$ cat config.mk
export PLATFORM = sky130hd
export DESIGN_NAME = letc_core_stage_e2
export DESIGN_NICKNAME = d
export VERILOG_FILES = /design/src/rtl/letc_core_stage_e2.sv
export SDC_FILE = /design/constraint.sdc
export NUM_CORES = 1
export LEC_CHECK = 0
export ABC_AREA = 1
export CORE_ASPECT_RATIO = 0.5
export CORE_UTILIZATION = 50
export CTS_CLUSTER_SIZE = 12
export DETAILED_ROUTE_END_ITERATION = 10
export GPL_ROUTABILITY_DRIVEN = 0
export PLACE_DENSITY_LB_ADDON = 0.2
export SYNTH_ARGS = -nofsm -noshare
export SYNTH_HDL_FRONTEND = slang
export SYNTH_SLANG_ARGS = --single-unit
$ cat constraint.sdc
create_clock -name i_clk -period 3.6 [get_ports i_clk]
set_input_delay 0.72 -clock i_clk [delete_from_list [all_inputs] [get_ports i_clk]]
set_output_delay 0.72 -clock i_clk [all_outputs]
set_load 0.05 [all_outputs]
$ cat src/rtl/letc_core_stage_e2.sv
// LETC core E2 stage: data-memory request/response handling, store lane formatting, load alignment.
// Optional build macro LETC_CORE_E2_MISALIGN_CHECK_EN enables misaligned-access traps.
module letc_core_stage_e2 (
    input  logic        i_clk,
    input  logic        i_rst,
    output logic        o_stage_ready,
    input  logic        i_stage_flush,
    input  logic        i_stage_stall,
    input  logic        i_e1_to_e2_valid,
    input  logic [4:0]  i_e1_to_e2_rd_idx,
    input  logic        i_e1_to_e2_rd_we,
    input  logic [31:0] i_e1_to_e2_alu_result,
    input  logic [1:0]  i_e1_to_e2_mem_op,
    input  logic [1:0]  i_e1_to_e2_mem_size,
    input  logic        i_e1_to_e2_mem_unsigned,
    input  logic [31:0] i_e1_to_e2_store_data,
    input  logic        i_e1_to_e2_csr_we,
    input  logic [11:0] i_e1_to_e2_csr_idx,
    input  logic [31:0] i_e1_to_e2_csr_wdata,
    output logic        o_e2_to_w_valid,
    output logic [4:0]  o_e2_to_w_rd_idx,
    output logic        o_e2_to_w_rd_we,
    output logic [31:0] o_e2_to_w_rd_wdata,
    output logic        o_e2_to_w_csr_we,
    output logic [11:0] o_e2_to_w_csr_idx,
    output logic [31:0] o_e2_to_w_csr_wdata,
    output logic        o_e2_to_w_trap_misaligned,
    output logic        o_dmem_req_valid,
    input  logic        i_dmem_req_ready,
    output logic        o_dmem_req_we,
    output logic [31:0] o_dmem_req_addr,
    output logic [31:0] o_dmem_req_wdata,
    output logic [3:0]  o_dmem_req_wmask,
    input  logic        i_dmem_rsp_valid,
    input  logic [31:0] i_dmem_rsp_rdata
);
    localparam logic [1:0] OP_NONE  = 2'd0;
    localparam logic [1:0] OP_STORE = 2'd2;
    localparam logic [1:0] SZ_B     = 2'd0;
    localparam logic [1:0] SZ_H     = 2'd1;

    typedef enum logic [1:0] {IDLE, REQ, WAIT_RSP, DRAIN} state_e;

    function automatic logic [3:0] store_mask(input logic [1:0] size, input logic [1:0] a);
        case (size)
            SZ_B:    return 4'b0001 << a;
            SZ_H:    return 4'b0011 << {a[1], 1'b0};
            default: return 4'hF;
        endcase
    endfunction

    function automatic logic [31:0] store_lanes(input logic [1:0] size, input logic [31:0] data);
        case (size)
            SZ_B:    return {4{data[7:0]}};
            SZ_H:    return {2{data[15:0]}};
            default: return data;
        endcase
    endfunction

    function automatic logic [31:0] load_align(input logic [1:0] size, input logic uns,
                                               input logic [1:0] a, input logic [31:0] word);
        logic [7:0]  b;
        logic [15:0] h;
        b = word[{a, 3'b000} +: 8];
        h = a[1] ? word[31:16] : word[15:0];
        case (size)
            SZ_B:    return uns ? {24'b0, b} : {{24{b[7]}}, b};
            SZ_H:    return uns ? {16'b0, h} : {{16{h[15]}}, h};
            default: return word;
        endcase
    endfunction

`ifdef LETC_CORE_E2_MISALIGN_CHECK_EN
    function automatic logic misaligned(input logic [1:0] size, input logic [1:0] a);
        case (size)
            SZ_B:    return 1'b0;
            SZ_H:    return a[0];
            default: return a != 2'b00;
        endcase
    endfunction
    logic trap_q;
`endif

    state_e      state_q;
    logic [4:0]  rd_idx_q;
    logic        rd_we_q;
    logic [1:0]  size_q;
    logic        uns_q;
    logic [1:0]  off_q;
    logic        csr_we_q;
    logic [11:0] csr_idx_q;
    logic [31:0] csr_wdata_q;
    logic        req_we_q;
    logic [31:0] req_addr_q;
    logic [31:0] req_wdata_q;
    logic [3:0]  req_wmask_q;
    logic        out_valid_q;
    logic [4:0]  out_rd_idx_q;
    logic        out_rd_we_q;
    logic [31:0] out_rd_wdata_q;
    logic        out_csr_we_q;
    logic [11:0] out_csr_idx_q;
    logic [31:0] out_csr_wdata_q;

    logic        accept;
    logic        hs;
    logic [3:0]  wmask_d;
    logic [31:0] wdata_d;
    logic [31:0] ld_data_d;

    assign accept    = (state_q == IDLE) && i_e1_to_e2_valid && !i_stage_stall && !i_stage_flush;
    assign wmask_d   = store_mask(i_e1_to_e2_mem_size, i_e1_to_e2_alu_result[1:0]);
    assign wdata_d   = store_lanes(i_e1_to_e2_mem_size, i_e1_to_e2_store_data);
    assign ld_data_d = load_align(size_q, uns_q, off_q, i_dmem_rsp_rdata);

    // A flush withdraws a pending request in the same cycle, before the memory can accept it.
    assign o_dmem_req_valid = (state_q == REQ) && !i_stage_flush;
    assign hs               = o_dmem_req_valid && i_dmem_req_ready;
    assign o_stage_ready    = (state_q == IDLE);

    always_ff @(posedge i_clk) begin
        if (i_rst) begin
            state_q         <= IDLE;
            rd_idx_q        <= '0;
            rd_we_q         <= 1'b0;
            size_q          <= '0;
            uns_q           <= 1'b0;
            off_q           <= '0;
            csr_we_q        <= 1'b0;
            csr_idx_q       <= '0;
            csr_wdata_q     <= '0;
            req_we_q        <= 1'b0;
            req_addr_q      <= '0;
            req_wdata_q     <= '0;
            req_wmask_q     <= '0;
            out_valid_q     <= 1'b0;
            out_rd_idx_q    <= '0;
            out_rd_we_q     <= 1'b0;
            out_rd_wdata_q  <= '0;
            out_csr_we_q    <= 1'b0;
            out_csr_idx_q   <= '0;
            out_csr_wdata_q <= '0;
`ifdef LETC_CORE_E2_MISALIGN_CHECK_EN
            trap_q          <= 1'b0;
`endif
        end else begin
            out_valid_q <= 1'b0;
`ifdef LETC_CORE_E2_MISALIGN_CHECK_EN
            trap_q      <= 1'b0;
`endif
            case (state_q)
                IDLE: begin
                    if (accept) begin
                        if (i_e1_to_e2_mem_op == OP_NONE) begin
                            out_valid_q     <= 1'b1;
                            out_rd_idx_q    <= i_e1_to_e2_rd_idx;
                            out_rd_we_q     <= i_e1_to_e2_rd_we;
                            out_rd_wdata_q  <= i_e1_to_e2_alu_result;
                            out_csr_we_q    <= i_e1_to_e2_csr_we;
                            out_csr_idx_q   <= i_e1_to_e2_csr_idx;
                            out_csr_wdata_q <= i_e1_to_e2_csr_wdata;
                        end
`ifdef LETC_CORE_E2_MISALIGN_CHECK_EN
                        else if (misaligned(i_e1_to_e2_mem_size, i_e1_to_e2_alu_result[1:0])) begin
                            out_valid_q     <= 1'b1;
                            trap_q          <= 1'b1;
                            out_rd_idx_q    <= i_e1_to_e2_rd_idx;
                            out_rd_we_q     <= 1'b0;
                            out_rd_wdata_q  <= '0;
                            out_csr_we_q    <= 1'b0;
                            out_csr_idx_q   <= i_e1_to_e2_csr_idx;
                            out_csr_wdata_q <= i_e1_to_e2_csr_wdata;
                        end
`endif
                        else begin
                            rd_idx_q    <= i_e1_to_e2_rd_idx;
                            rd_we_q     <= i_e1_to_e2_rd_we;
                            size_q      <= i_e1_to_e2_mem_size;
                            uns_q       <= i_e1_to_e2_mem_unsigned;
                            off_q       <= i_e1_to_e2_alu_result[1:0];
                            csr_we_q    <= i_e1_to_e2_csr_we;
                            csr_idx_q   <= i_e1_to_e2_csr_idx;
                            csr_wdata_q <= i_e1_to_e2_csr_wdata;
                            req_we_q    <= (i_e1_to_e2_mem_op == OP_STORE);
                            req_addr_q  <= {i_e1_to_e2_alu_result[31:2], 2'b00};
                            req_wdata_q <= wdata_d;
                            req_wmask_q <= (i_e1_to_e2_mem_op == OP_STORE) ? wmask_d : 4'h0;
                            state_q     <= REQ;
                        end
                    end
                end
                REQ: begin
                    if (i_stage_flush) begin
                        state_q <= (hs && !req_we_q) ? DRAIN : IDLE;
                    end else if (hs) begin
                        if (req_we_q) begin
                            out_valid_q     <= 1'b1;
                            out_rd_idx_q    <= rd_idx_q;
                            out_rd_we_q     <= 1'b0;
                            out_rd_wdata_q  <= '0;
                            out_csr_we_q    <= csr_we_q;
                            out_csr_idx_q   <= csr_idx_q;
                            out_csr_wdata_q <= csr_wdata_q;
                            state_q         <= IDLE;
                        end else begin
                            state_q <= WAIT_RSP;
                        end
                    end
                end
                WAIT_RSP: begin
                    // A response arriving with the flush is simply dropped; nothing remains to drain.
                    if (i_stage_flush) begin
                        state_q <= i_dmem_rsp_valid ? IDLE : DRAIN;
                    end else if (i_dmem_rsp_valid) begin
                        out_valid_q     <= 1'b1;
                        out_rd_idx_q    <= rd_idx_q;
                        out_rd_we_q     <= rd_we_q;
                        out_rd_wdata_q  <= ld_data_d;
                        out_csr_we_q    <= csr_we_q;
                        out_csr_idx_q   <= csr_idx_q;
                        out_csr_wdata_q <= csr_wdata_q;
                        state_q         <= IDLE;
                    end
                end
                DRAIN: begin
                    if (i_dmem_rsp_valid) begin
                        state_q <= IDLE;
                    end
                end
                default: state_q <= IDLE;
            endcase
        end
    end

    assign o_e2_to_w_valid     = out_valid_q;
    assign o_e2_to_w_rd_idx    = out_rd_idx_q;
    assign o_e2_to_w_rd_we     = out_rd_we_q;
    assign o_e2_to_w_rd_wdata  = out_rd_wdata_q;
    assign o_e2_to_w_csr_we    = out_csr_we_q;
    assign o_e2_to_w_csr_idx   = out_csr_idx_q;
    assign o_e2_to_w_csr_wdata = out_csr_wdata_q;
    assign o_dmem_req_we       = req_we_q;
    assign o_dmem_req_addr     = req_addr_q;
    assign o_dmem_req_wdata    = req_wdata_q;
    assign o_dmem_req_wmask    = req_wmask_q;
`ifdef LETC_CORE_E2_MISALIGN_CHECK_EN
    assign o_e2_to_w_trap_misaligned = trap_q;
`else
    assign o_e2_to_w_trap_misaligned = 1'b0;
`endif
endmodule

==> Word level (Yosys, flattened, before mapping) <==
Cells that the tools add are included.
{ "totals": {"word_cells": 129, "regBits": 209, "inputBits": 159} }
{ "classes": {"n_mux": 73, "eq_ne": 15, "shifts": 3, "n_reduce_logical": 17, "bitwise_logic": 1} }
{ "op_table": {"columns": ["op", "count"], "rows": [
  ["$mux 32", 16],
  ["$pmux 32 s3", 2],
  ["$pmux 32 s2", 2],
  ["$mux 12", 7],
  ["$pmux 12 s3", 1],
  ["$mux 5", 7],
  ["$shiftx 32x6->8", 1],
  ["$mux 1", 21],
  ["$mux 2", 9],
  ["$mux 16", 1],
  ["$pmux 5 s3", 1],
  ["$ne 2x2->1 const B", 6],
  ["$pmux 1 s3", 3],
  ["$logic_not 2->1", 4],
  ["$pmux 2 s4", 1],
  ["$pmux 4 s2", 1],
  ["$reduce_and 8->1", 1],
  ["$eq 2x1->1 const B", 3],
  ["$eq 2x2->1 const B", 3],
  ["$logic_and 1x1->1", 6],
  ["$reduce_and 3->1", 2],
  ["$mux 4", 1],
  ["$ne 2x1->1 const B", 2],
  ["$shl 1x2->4 const A", 1],
  ["5 further kinds", 7]
]} }

==> Longest topological paths before layout <==
{ "depth": {"ltp_word": 7, "mapped_depth": 12, "depth_no_buf": 11} }

==> Worst setup path before layout <==
OpenSTA, ideal clock, no wires.
{ "synth_path": {"path_type": "register to register", "from": "register state_q[0]", "to": "register out_rd_wdata_q[13] (netlist: o_e2_to_w_rd_wdata[13])", "arrival_time_ns": 1.878, "t_required_ns": 3.482, "period_less_slack_ns": 1.996, "stages_incl_launch_ff": 12, "setup_time_ns": 0.118, "path_slack_ns": 1.604, "path_buffers": 2, "path_cell_list": "dfxtp_1 > inv_1 > ha_1 > nand2_1 > inv_1 > nand3_2 > nand2_4 > nand3_4 > buf_6 > buf_4 > a21oi_1 > a21oi_1"} }
{ "synth_between": {"elab_chain_cells": 6} }
{ "synth_rtl": {"columns": ["element", "line", "source"], "rows": [
  ["start: declaration", "84", "state_e state_q;"],
  ["start signal: assignment", "194", "state_q <= (hs && !req_we_q) ? DRAIN : IDLE;"],
  ["start signal: assignment", "213", "state_q <= i_dmem_rsp_valid ? IDLE : DRAIN;"],
  ["$logic_not 2->1 (*)", null, null],
  ["named net o_stage_ready", "6", "output logic o_stage_ready,"],
  ["$logic_and 1x1->1 (3 in a row)", "111", "assign accept = (state_q == IDLE) && i_e1_to_e2_valid && !i_stage_stall && !i_stage_flush;"],
  ["$ne 2x1->1 (no source line)", null, null],
  ["$reduce_and 8->1 (no source line)", null, null],
  ["end signal: assignment", "158", "out_rd_wdata_q <= i_e1_to_e2_alu_result;"],
  ["end signal: assignment", "218", "out_rd_wdata_q <= ld_data_d;"],
  ["end: declaration", "100", "logic [31:0] out_rd_wdata_q;"]
]} }
The timed path passes the listed nets; every way through them passes the cells marked *.
A chain may end at the register's enable or synchronous reset.

==> Worst setup path after layout <==
{ "layout_path": {"from": "input i_stage_flush", "to": "output o_dmem_req_valid"} }
{ "layout_between": {"elab_chain_cells": 2} }
{ "layout_rtl": {"columns": ["element", "line", "source"], "rows": [
  ["start: declaration", "7", "input logic i_stage_flush,"],
  ["$logic_not 1->1", "117", "assign o_dmem_req_valid = (state_q == REQ) && !i_stage_flush;"],
  ["$logic_and 1x1->1", "117", null],
  ["end: declaration", "28", "output logic o_dmem_req_valid,"]
]} }
No other way between the ends.

==> impl_metrics.ini <==
[power_and_ir_drop]
ir_drop_mv = 0.327
leakage_nw = 5.38
pwr_density_cell_nw_per_um2 = 621

[setup_path]
max_stage_delay_ns = 0.81
path_class = in -> out
slowest_stage = clkdlybuf4s50_1
crit_required_ns = 2.88
crit_chain = clkdlybuf4s50_1, nor2_4, clkdlybuf4s50_1
crit_arrival_ns = 2.24
path_common_cell = clkdlybuf4s50_1
critPathLaunchType = input pin
end_kind = output pin
worstPathMaxFanout = 4

[clock_tree]
clockBufferDepth = 3
clk_latency_ns = 0.49
post_cts_resized = 0
cts_setup_buffers = 0
cts_buffers = 21
clock_sinks = 209
root_buffer = clkbuf_16
cts_tree = yes
path_clk_slew_ns = 0.06
cts_hold_buf = 0
h-tree-depth = 1

[timing]
fin_crit_ns = 2.96
max_freq_mhz = 337
setup-violations-final = 0
holdWs_ns = 0.445
final_hold_viol_count = 0
rsz0062_at_grt = false
post-route-period-util_pct = 82.3
worst_slack_ns = 0.636
relSlewSlack_pct = 35.1
final_max_slew_viol_count = 0
max_slew.worst_pin.slew_ns = 0.972
setup_tns_ns = 0
fin_skew_ns = 0.0112

[global_route]
grt_pass1_vias = 8812
grt_pass1_wl_um = 44400
antenna_found_initial = 0
overflow = 0
grt_usage_pct = 27.8
grt_max_degree = 102

[outcome]
status = completed

[floorplanning]
chipHeight_um = 99.4
pin_count = 315
core_um2 = 18500
dieArea_um2 = 19600
die_x_um = 197
std_cell_rows = 35
start_util_pct = 51.4

[layout]
ff_latch_area_um2 = 4180
drive_gt1_share_pct = 4.98
fin_nets = 1786
synthToLayoutAreaGrowth_pct = 38.6
multi_input_area_um2 = 4390
fill_cells = 1496
antenna_cells = 0

[worst_hold_path]
worstHoldPathType = reg -> reg

[logic_synthesis]
avgSynthCellArea_um2 = 6.92
ys_seq_area_share_pct = 44.1
yosysTopAreaCellShare_pct = 44.1
synth_cells = 1372
yosys.area.top_type = dfxtp_1
netlist_top_cells_area = dfxtp_1 44%, nand2_1 10%, o21ai_0 10%
synth_cell_types = 32
synth.ff_latch_count = 209
netlist_area_um2 = 9500
synth_warnings = 0

[routing]
wire_per_inst_um = 15.0
drt_wl_total_um = 28300
via_per_inst = 5.16
drt-initial-drc-count = 510
vias = 9725
first_pass_iters = 5
remaining_drc_errors = 0
final_antenna_net_count = 0

[flow_run]
drv_cap = 0

[placement]
preCtsSetupSlack_ns = 0.639
io_buffers = 311
dp_hpwl_um = 19700
[worst paths after layout]
path	slack (ns)	start	cells past startpoint	end
max	0.64	i_stage_flush	3	o_dmem_req_valid
min	0.44	csr_wdata_q[17]	2	csr_wdata_q[17]
max reg2reg	1.12	state_q[1]	9	o_e2_to_w_rd_we
min reg2reg	0.44	csr_wdata_q[17]	2	csr_wdata_q[17]
[routing by layer]
metal	routed length [um]	up-vias	GRT usage (%)
li1	-	4878	-
met1	12100	4459	34.8
met2	13500	336	48.1
met4	711	0	7.75
met5	0	-	0
met3	2080	52	6.48
[per-stage QoR]
stage	power (W)	instances	area [um^2]	utilization, %
final	0.00817	1885	13200	71.2
after global routing	0.00859	1885	13200	71.2
after CTS	0.00822	1885	13200	71.2
after detailed placement	0.00629	1859	12600	68.2
after global placement	0.00621	1859	12600	68.2
after floorplan	0.00520	1374	9500	-
[cells by family (layout without fill, tap and decap cells)]
family          after synthesis  in the layout  synth area share (%)
compound gates              400            400                  22.1
fa+ha+maj                     4              4                 0.527
buf+inv                     203            455                  9.75
flops                       209            209                  44.1
other cells                   1              3                0.0395
simple gates                555            555                  23.5
[synth_stat cells (all sizes together)]
master / number
nand3: 21
a311oi: 1
a21oi: 147
nand2: 270
clkinv: 1
nor2: 258
nand4: 5
inv: 104
ha: 4
dfxtp: 209
buf: 52
o211ai: 1
a31oi: 8
conb: 1
clkbuf: 46
o21ai: 242
o21bai: 1
or2: 1
[flip-flops by register name, summed over array words and instances (netlist names), 2 cells and up]
name                 count
rd_idx_q                 5
o_e2_to_w_rd_idx         5
csr_idx_q               12
size_q                   2
csr_wdata_q             32
o_e2_to_w_csr_idx       12
o_e2_to_w_csr_wdata     32
o_dmem_req_wmask         4
o_dmem_req_wdata        32
o_dmem_req_addr         30
o_e2_to_w_rd_wdata      32
state_q                  2
off_q                    2
[cells in the final DEF (no fill, tap or decap)]
cell	instances
a21oi_1	127
a21oi_2	20
a311oi_1	1
a31oi_1	8
buf_12	6
buf_4	7
clkbuf_1	3
clkbuf_16	21
clkbuf_8	2
clkdlybuf4s50_1	311
clkinv_2	1
clkinv_4	1
conb_1	3
dfxtp_1	209
ha_1	4
inv_1	98
inv_2	2
inv_4	3
nand2_1	264
nand2_2	3
nand2_4	3
nand3_1	17
nand3_2	2
nand3_4	2
nand4_1	5
nor2_1	251
nor2_2	3
nor2_4	3
nor2_8	1
o211ai_1	1
o21ai_0	195
o21ai_1	47
o21bai_1	1
or2_2	1
[report_power, final]
part / internal (W) / leakage (nW) / total [W] / switching, W
clock: 0.00108 / 0.277 / 0.00192 / 0.000839
sequential: 0.00268 / 1.71 / 0.00286 / 0.000182
combinational: 0.00112 / 3.40 / 0.00339 / 0.00228
total: 0.00488 / 5.38 / 0.00817 / 0.00330
[cell type report]
cell class / count / area share, %
Clock buffer: 26 / 4.29
Inverter: 105 / 3.10
Multi-Input combinational cell: 962 / 33.4
Sequential cell: 209 / 31.8
Tap cell: 259 / 2.46
Timing Repair Buffer: 324 / 25.0
[critical path: cells and delay by family]
family | cells | cell delay (ns)
buffers and inverters | 2 | 1.33
AND/OR/NAND/NOR | 1 | 0.19
Power figures use the tool's default switching activity.
